File: config.mk
export PLATFORM = sky130hd
export DESIGN_NAME = rf_wb_arbiter
export DESIGN_NICKNAME = d
export VERILOG_FILES = /design/src/rtl/rf_wb_arbiter.sv
export SDC_FILE = /design/constraint.sdc
export NUM_CORES = 1
export LEC_CHECK = 0
export BUFFER_PORTS_ARGS = -buffer_cell sky130_fd_sc_hd__buf_2
export CORE_ASPECT_RATIO = 1.1
export CORE_MARGIN = 5
export CORE_UTILIZATION = 49
export DETAILED_ROUTE_END_ITERATION = 7
export HOLD_SLACK_MARGIN = 0.05
export MAX_ROUTING_LAYER = met4
export PLACE_DENSITY = 0.79
export SLEW_MARGIN = 5
export SYNTH_ARGS = -nofsm -noshare
export SYNTH_HDL_FRONTEND = slang
export SYNTH_SLANG_ARGS = --single-unit
File: constraint.sdc
create_clock -name clk -period 3.1 [get_ports clk]
set_input_delay 0.62 -clock clk [delete_from_list [all_inputs] [get_ports clk]]
set_output_delay 0.62 -clock clk [all_outputs]
set_load 0.02 [all_outputs]
File: src/rtl/rf_wb_arbiter.sv
// Register-file write-port arbiter: core writeback vs. buffered multi-cycle results,
// with a busy scoreboard, hazard/stall outputs and a forced drain when the FIFO starves.
module rf_wb_arbiter #(
    parameter int unsigned REG_DATA_WIDTH  = 32,
    parameter int unsigned REG_CODE_LENGTH = 5,
    parameter int unsigned FIFO_DEPTH      = 2,
    parameter int unsigned STARVE_LIMIT    = 4
) (
    input  logic                       clk,
    input  logic                       rst,
    input  logic                       core_we,
    input  logic [REG_CODE_LENGTH-1:0] core_rd,
    input  logic [REG_DATA_WIDTH-1:0]  core_wdata,
    input  logic [REG_CODE_LENGTH-1:0] rs1,
    input  logic [REG_CODE_LENGTH-1:0] rs2,
    output logic                       wb_stall,
    output logic                       hazard_stall,
    input  logic                       issue_valid,
    input  logic [REG_CODE_LENGTH-1:0] issue_rd,
    output logic                       issue_ready,
    input  logic                       mu_valid,
    input  logic [REG_CODE_LENGTH-1:0] mu_rd,
    input  logic [REG_DATA_WIDTH-1:0]  mu_wdata,
    output logic                       mu_ready,
    output logic                       RegWrite,
    output logic [REG_CODE_LENGTH-1:0] w_rg,
    output logic [REG_DATA_WIDTH-1:0]  w_data
);
    localparam int unsigned NREG = 2 ** REG_CODE_LENGTH;
    localparam int unsigned PW   = $clog2(FIFO_DEPTH);
    localparam int unsigned CW   = $clog2(STARVE_LIMIT + 1);

    typedef enum logic {NORMAL, FORCE_DRAIN} state_t;

    state_t                     state, state_next;
    logic [CW-1:0]              starve_cnt, starve_next;
    logic [REG_CODE_LENGTH-1:0] fifo_rd   [FIFO_DEPTH];
    logic [REG_DATA_WIDTH-1:0]  fifo_data [FIFO_DEPTH];
    logic [PW-1:0]              wr_ptr, rd_ptr;
    logic [PW:0]                count;
    logic [NREG-1:0]            busy, busy_next;

    logic                       empty, full, core_win, pop, push, issue_fire;
    logic [REG_CODE_LENGTH-1:0] head_rd;
    logic [REG_DATA_WIDTH-1:0]  head_data;

    assign empty     = (count == '0);
    assign full      = (count == (PW + 1)'(FIFO_DEPTH));
    assign core_win  = core_we && (core_rd != '0);
    assign head_rd   = fifo_rd[rd_ptr];
    assign head_data = fifo_data[rd_ptr];
    // In FORCE_DRAIN the head goes out regardless of the core request.
    assign pop        = !rst && !empty && ((state == FORCE_DRAIN) || !core_win);
    assign push       = !rst && !full && mu_valid && (mu_rd != '0);
    assign issue_fire = !rst && issue_valid && !busy[issue_rd] && (issue_rd != '0);

    always_ff @(posedge clk) begin
        if (rst) begin
            state      <= NORMAL;
            starve_cnt <= '0;
        end else begin
            state      <= state_next;
            starve_cnt <= starve_next;
        end
    end

    always_comb begin
        state_next  = NORMAL;
        starve_next = '0;
        if (state == NORMAL && !empty && core_win) begin
            if (starve_cnt == CW'(STARVE_LIMIT - 1))
                state_next = FORCE_DRAIN;
            else
                starve_next = starve_cnt + CW'(1);
        end
    end

    always_comb begin
        wb_stall     = 1'b0;
        hazard_stall = 1'b0;
        issue_ready  = 1'b0;
        mu_ready     = 1'b0;
        RegWrite     = 1'b0;
        w_rg         = '0;
        w_data       = '0;
        if (!rst) begin
            wb_stall     = (state == FORCE_DRAIN);
            hazard_stall = busy[rs1] || busy[rs2] || (core_we && busy[core_rd]);
            issue_ready  = !busy[issue_rd];
            mu_ready     = !full;
            if (state == NORMAL && core_win) begin
                RegWrite = 1'b1;
                w_rg     = core_rd;
                w_data   = core_wdata;
            end else if (pop) begin
                RegWrite = 1'b1;
                w_rg     = head_rd;
                w_data   = head_data;
            end
        end
    end

    // Clear before set so a same-cycle issue to the retiring rd keeps it busy.
    always_comb begin
        busy_next = busy;
        if (pop)
            busy_next[head_rd] = 1'b0;
        if (issue_fire)
            busy_next[issue_rd] = 1'b1;
        busy_next[0] = 1'b0;
    end

    always_ff @(posedge clk) begin
        if (rst) begin
            wr_ptr <= '0;
            rd_ptr <= '0;
            count  <= '0;
            busy   <= '0;
        end else begin
            busy <= busy_next;
            if (push) begin
                fifo_rd[wr_ptr]   <= mu_rd;
                fifo_data[wr_ptr] <= mu_wdata;
                wr_ptr            <= wr_ptr + PW'(1);
            end
            if (pop)
                rd_ptr <= rd_ptr + PW'(1);
            if (push && !pop)
                count <= count + (PW + 1)'(1);
            else if (pop && !push)
                count <= count - (PW + 1)'(1);
        end
    end
endmodule

==> run summary, run 1 <==
ROUTE
----------------------------------------------------------------------------
ANT nets after route                                                       0
Total number of vias                                                    4904
Total iterations of the first detailed-routing run                         5
Initial DRC count                                                        387
Routed via count divided by cell count                                  6.07
Average routed wire per standard cell                                19.2 um
Post-detailed-route DRC marker count                                       0
Total length of routed wires                                        15500 um

FINISH
----------------------------------------------------------------------------
Area used by sequential logic in the layout                     0.00302 mm^2
Number of inserted diodes                                                  0
Area overhead of the layout relative to synthesis                      25.0%
Fill cell instance count of the final layout                             888
Final core area utilization                                            0.622
Fin nets                                                                 738
Layout cell share with drive strength beyond 1                         0.332
Area of the multi-input gates                                   0.00274 mm^2

GLOBAL ROUTE
----------------------------------------------------------------------------
Maximum number of pins on one net before global-route repair              38
Number of global-route vias before repair                               5068
Wire length of the first global-routing pass                        24800 um
Tot GR Track Use                                                       0.224
Initial antenna violation count                                            0
Global route overflow                                                      0

OUTCOME
----------------------------------------------------------------------------
Result of the run                                               finished clean

POWER AND IR DROP
----------------------------------------------------------------------------
VDD IR max                                                          0.635 mV
Switching Power                                                      1.18 mW
Fraction of power consumed by combinational cells                      0.160
Flop pwr share                                                         0.396
Switching power as a share of total power                              0.267
Internal power                                                       3.24 mW
Power density cells                                              595 mW/mm^2
Leakage Power                                                        2.81 nW
Share of total power in the clock network                              0.444

PLACEMENT
----------------------------------------------------------------------------
Count of input and output buffers                                        135
Estimated wirelength of the detail-placed design                    11200 um
GPL Wtd Cong                                                           0.948

YOSYS
----------------------------------------------------------------------------
Number of enable flip-flop cells after synthesis                          74
Top cell types by occurrence after synthesis                    74 x edfxtp_1, 61 x nand2_1, 52 x mux2i_1, 41 x o21ai_0, 40 x dfxtp_1
Post-synthesis instance area                                    0.00593 mm^2
Synthesized area divided by synthesized cell count                 11.7 um^2
Yosys warning count                                                        0
Register bit count reported by yosys                                     114
Area share of the largest cell type after synthesis                    0.374
Syn Nets                                                                 604
Post-synthesis async set-or-reset flop share                               0
Synth Instances                                                          507
Cell with the most instances after synthesis                        edfxtp_1
Post-synthesis cell type with the largest combined area             edfxtp_1
Post-synth top flop                                                 edfxtp_1
Top post-synthesis cells by area                                edfxtp_1 37%, dfxtp_1 13%, mux4_2 9.1%
Sequential share of the synthesized area                               0.509
Distinct cell type count after synthesis                                  55

DIE
----------------------------------------------------------------------------
Initial cell density of the core                                       0.497
Core Box Area                                                    0.0119 mm^2
Horizontal die dimension                                              115 um
Number of primary I/O pins                                               136
Number of placement rows                                                  42
Die Height                                                            125 um
Die outline area                                                 0.0144 mm^2

CTS
----------------------------------------------------------------------------
Number of setup buffers added after CTS                                    0
Clock buffer count from CTS                                               17
TritonCTS clock tree                                                   built
Root buf cell                                                      clkbuf_16
Number of gates resized after cts                                          0
Maximum count of clock buffers along a single path                         2
Clk sinks                                                                114
Clock transition at the registers of the reported paths              0.06 ns
Quantity of hold-fixing buffers added after cts                            0
Clock insertion delay at the later pin of the skew report            0.41 ns
H-tree Lvls                                                                4

WORST SETUP PATH
----------------------------------------------------------------------------
Worst path most repeated cell                                          buf_2
Sort of element at the end of the critical path                   output pin
Arrival time of the worst setup path                                 2.32 ns
Crit path cell chain                                            buf_2, mux4_2, mux2i_1, mux2_2, o22ai_1, nor3_1, buf_2
CP Class                                                           in -> out
Startpoint type of the worst setup path                            input pin
Crit path from                                                   issue_rd[0]
Critical path peak fanout                                                 12
Cell class contributing the biggest share of worst-path delay   multiplexers
Slowest cell on the critical path                                     mux4_2
FF-to-FF Start                                                  count[0]$_SDFFE_PP0P_
Required arrival time at the worst endpoint                          2.48 ns
Bufs and invs on worst path                                                2
Largest incremental delay on the critical path                       0.54 ns

FLOW RUN
----------------------------------------------------------------------------
Maxcap violations                                                          0

MIN PATH
----------------------------------------------------------------------------
Min-Delay Path Class                                               in -> reg
HP Start                                                         mu_wdata[1]

TIMING
----------------------------------------------------------------------------
Max-slew violations                                                        0
Relative slew margins                                                  0.366
Tmin final                                                           2.94 ns
Setup repair after global routing missed its margin                       no
Total count of hold-check failures in the final report                     0
Post-Route Skew                                                   0.00819 ns
Final-layout setup total negative slack                                 0 ns
Setup-failing EPs final                                                    0
Slew at the pin closest to its max-slew limit                       0.951 ns
Max Clock Freq                                                       340 MHz
Ratio of final minimum period to clock period                          0.948

-- power by group through the flow --
stage,Sequential [mW],Clock (mW),Combinational (mW)
6_report,1.75,1.96,0.708
5_1_grt,1.75,2.05,0.764
4_1_cts,1.75,1.99,0.709
3_5_place_dp,1.78,0,0.704
3_3_place_gp,1.77,0,0.684
2_1_floorplan,1.75,0,0.473
-- cells in the final DEF, fill, tap and decap left out, drive strengths merged, types with 9 or more instances in the layout --
master  count
nand2      61
a21oi       9
edfxtp     74
dfxtp      40
clkbuf     17
nor2       18
mux2i      52
o21ai      64
inv        12
nor2b      12
buf       148
mux4       24
o311ai     31
-- metal layers --
layer / wire [um] / GRT usage
met2: 7540 / 0.354
met4: 427 / 0.0863
met1: 5980 / 0.275
met5: 0 / -
met3: 1590 / 0.0565
-- flip-flops by register name, summed over array words and instances, names as in the netlist, named ones only --
name,cells
state,1
wr_ptr,1
busy,31
count,2
fifo_data,64
rd_ptr,1
starve_cnt,3
fifo_rd,10
-- logic make-up (layout without fill, tap and decap cells) --
group,count (synthesis),in the layout,share of synthesized area
and+or+nand+nor,138,138,0.122
adders and majority gates,3,3,0.00633
DFF,114,114,0.509
buffers and inverters,41,188,0.0308
xor gates and xnor gates,4,4,0.00590
AOI/OAI and AO/OA,127,127,0.139
muxes,80,80,0.186
-- per-stage QoR --
| step | setup slack (ns) | hold slack, ns | instances | instance area, um^2 | power [mW] |
|---|---|---|---|---|---|
| global placement | 0.177 | 0.415 | 776 | 6810 | 2.45 |
| finish | 0.162 | 0.399 | 808 | 7420 | 4.42 |
| global route | 0.0562 | 0.382 | 808 | 7420 | 4.57 |
| CTS | 0.164 | 0.382 | 808 | 7420 | 4.44 |
| floorplan | 0.0561 | 0.407 | 507 | 5940 | 2.23 |
| detailed placement | 0.171 | 0.463 | 776 | 6810 | 2.48 |
-- worst paths after layout --
path,slack [ns],depth (start not counted),endpoint
setup / recovery,0.16,7,issue_ready
hold reg to reg,0.46,1,starve_cnt[0]$_SDFF_PP0_
setup reg to reg,1.03,4,fifo_data[1][12]$_DFFE_PP_
hold / removal,0.40,1,fifo_data[1][1]$_DFFE_PP_
-- final cells by class --
type	instances	share of cell area
clock buffer	17	0.0574
timing repair buffer	148	0.111
inverter	8	0.00405
tap	154	0.0260
sequential	114	0.408
clock inverter	15	0.0243
multi-input combinational	352	0.369
Power figures use the tool's default switching activity.
==> inputs of run 2 (changes only) <==
CORE_ASPECT_RATIO = 2   (was 1.1)
CTS_CLUSTER_SIZE = 25   (was unset)
==> run 2 against run 1 <==
Against the previous run:
- utilization fell by 1.0 points
- wire length rose by 5.1%
- worst hold slack improved by 0.0068 ns
- die area rose by 0.91%
- final cell count fell by 0.62%
- first-iteration DRC count fell by 35%
- register-to-register slack got worse by 0.19 ns
- total power fell by 3.4%
- worst setup slack got worse by 0.12 ns
==> run summary, run 2 (synthesized netlist as in run 1, its figures left out) <==
OUTCOME
-------------------------------------------------------------------------------------
Result of the run                                                        finished clean

GLOBAL ROUTE
-------------------------------------------------------------------------------------
Initial antenna violation count                                                     0   unchanged
Wire length of the first global-routing pass                                 25200 um   +1.3%
Tot GR Track Use                                                                0.233   +0.00919
Met3 Use GR                                                                    0.0542   -0.00237
Number of global-route vias before repair                                        5082   +0.28%
Maximum number of pins on one net before global-route repair                       38   unchanged
GRT busiest layer                                                                met2
Met2 track utilization from global routing                                      0.383   +0.0285
Met1 track demand over resource in global routing                               0.231   -0.0439
Global route overflow                                                               0   unchanged

CTS
-------------------------------------------------------------------------------------
Maximum count of clock buffers along a single path                                  2   unchanged
Clock transition at the registers of the reported paths                       0.05 ns   about the same
H-tree Lvls                                                                         4   unchanged
Number of setup buffers added after CTS                                             0   unchanged
Quantity of hold-fixing buffers added after cts                                     0   unchanged
TritonCTS clock tree                                                            built
Clock buffer count from CTS                                                        17   unchanged
Root buf cell                                                               clkbuf_16
Number of gates resized after cts                                                   0   unchanged
Clock insertion delay at the later pin of the skew report                     0.40 ns   about the same
Clk sinks                                                                         114   unchanged

FINISH
-------------------------------------------------------------------------------------
Most frequent standard cell in the layout excluding fill and tap cells          buf_2
Fin nets                                                                          740   +0.27%
Flip-flop count of the largest register, all copies and words added                64   unchanged
Area used by sequential logic in the layout                              0.00302 mm^2   unchanged
Register with the most flip-flops                                           fifo_data
Final Instance Area                                                      0.00737 mm^2   -0.62%
Layout cell share with drive strength beyond 1                                  0.326   -0.00558
Area overhead of the layout relative to synthesis                               24.2%
Area of the multi-input gates                                            0.00274 mm^2   about the same
Number of inserted diodes                                                           0   unchanged
Registers with the most flip-flops                                       fifo_data x64, busy x31, fifo_rd x10
Most frequent cells in the layout                                        135 x buf_2, 74 x edfxtp_1, 61 x nand2_1, 52 x mux2i_1, 40 x o21ai_0
Fill cell instance count of the final layout                                      938   +5.6%

DIE
-------------------------------------------------------------------------------------
Die outline area                                                          0.0145 mm^2   +0.91%
Number of placement rows                                                           57   +36%
Die Height                                                                     166 um   +32%
Initial cell density of the core                                                0.492   -0.00511
Horizontal die dimension                                                      87.8 um   -24%
Number of primary I/O pins                                                        136   unchanged
Core Box Area                                                             0.0121 mm^2   +1.0%

ROUTE
-------------------------------------------------------------------------------------
Total length of routed wires                                                 16300 um   +5.1%
Total number of vias                                                             4957   +1.1%
Initial DRC count                                                                 251   -35%
Total iterations of the first detailed-routing run                                  5   unchanged
Average routed wire per standard cell                                         20.3 um   +5.8%
Post-detailed-route DRC marker count                                                0   unchanged
Routed via count divided by cell count                                           6.17   +1.7%
ANT nets after route                                                                0   unchanged

TIMING
-------------------------------------------------------------------------------------
Tmin final                                                                    3.05 ns   +0.116 ns
Post-Route Skew                                                            0.00932 ns   +0.00113 ns
Ratio of final minimum period to clock period                                   0.985   +0.0374
Slew at the pin closest to its max-slew limit                                0.945 ns   -0.00603 ns
Post-layout worst setup margin                                              0.0465 ns   -0.116 ns
Max Clock Freq                                                                327 MHz   -3.8%
Total count of hold-check failures in the final report                              0   unchanged
Final-layout setup total negative slack                                          0 ns   unchanged
Relative slew margins                                                           0.370   +0.00402
Setup repair after global routing missed its margin                                no
Max-slew violations                                                                 0   unchanged
Setup-failing EPs final                                                             0   unchanged

MIN PATH
-------------------------------------------------------------------------------------
HP Start                                                                  mu_wdata[5]
Min-Delay Path Class                                                        in -> reg
Cell depth of the worst min-delay path                                              1   unchanged
Capture endpoint of the worst hold path                                  fifo_data[1][5]$_DFFE_PP_

PLACEMENT
-------------------------------------------------------------------------------------
GPL Wtd Cong                                                                     1.07   +13%
Estimated wirelength of the detail-placed design                             12200 um   +8.8%
Placed Area                                                              0.00682 mm^2   about the same
Worst slack at placement                                                    0.0899 ns   -0.0813 ns
Count of input and output buffers                                                 135   unchanged

POWER AND IR DROP
-------------------------------------------------------------------------------------
Power density cells                                                       579 mW/mm^2   -2.8%
VDD IR max                                                                   0.509 mV   -20%
Leakage Power                                                                 2.78 nW   -0.90%

WORST SETUP PATH
-------------------------------------------------------------------------------------
Startpoint type of the worst setup path                                     input pin
Capture instance of the worst register-to-register path                  busy[18]$_SDFF_PP0_
CP Class                                                                    in -> out
Arrival time of the worst setup path                                          2.43 ns   +0.11 ns
Crit path from                                                             core_rd[0]
Sort of element at the end of the critical path                            output pin
R2R setup slack                                                               0.84 ns   -0.19 ns
Required arrival time at the worst endpoint                                   2.48 ns   about the same
Register-to-Register Path Depth                                                     5   +1
Critical path peak fanout                                                           8   -4

FLOW RUN
-------------------------------------------------------------------------------------
Maxcap violations                                                                   0   unchanged

==> run 2: cell count changes in the layout (fill, tap and decap cells not counted), sizes merged <==
| cell | delta |
|---|---|
| buf | +2 |
| bufinv | -1 |
| clkbuf | +4 |
| clkinv | -1 |
| clkinvlp | +2 |
| inv | -4 |
==> run 2: cell type report <==
type | count | share of cell area
repair buffers | 150 | 0.114
clock buffers | 21 | 0.0598
clock inverters | 11 | 0.0154
well taps | 147 | 0.0250
flip-flops and latches | 114 | 0.410
inverters | 8 | 0.00407
multi-input cells | 352 | 0.372
==> run 2: power breakdown <==
part           internal, mW  switching [mW]  total, mW  leakage, nW
sequential             1.70          0.0468       1.74         1.00
combinational         0.274           0.447      0.721         1.52
clock                  1.17           0.630       1.80        0.262
total                  3.14            1.12       4.27         2.78
==> run 2: worst max path at each step <==
stage	cells after the start	end
floorplan	6	w_data[13]
global placement	7	issue_ready
detailed placement	8	hazard_stall
CTS	8	hazard_stall
global route	8	hazard_stall
finish	8	hazard_stall
==> run 2: critical path: stages <==
cell and delay (ns):
buf_2 0.25, mux4_2 0.62, o22ai_1 0.22, nor4_1 0.07, o211ai_1 0.25, buf_4 0.16, a31oi_1 0.06, buf_2 0.17
==> run 2: metrics by stage <==
stage	util	total power, mW	std cells	hold WS, ns
after floorplan	-	2.23	507	0.407
after global placement	0.565	2.47	771	0.414
after detailed placement	0.565	2.49	771	0.424
after CTS	0.611	4.29	803	0.386
after global routing	0.611	4.42	803	0.387
final	0.611	4.27	803	0.406
==> run 2: metal layers <==
layer | vias up | wire (um)
met1 | 2353 | 5500
met4 | 0 | 1210
met3 | 85 | 1000
met2 | 253 | 8630
met5 | - | 0
li1 | 2266 | -
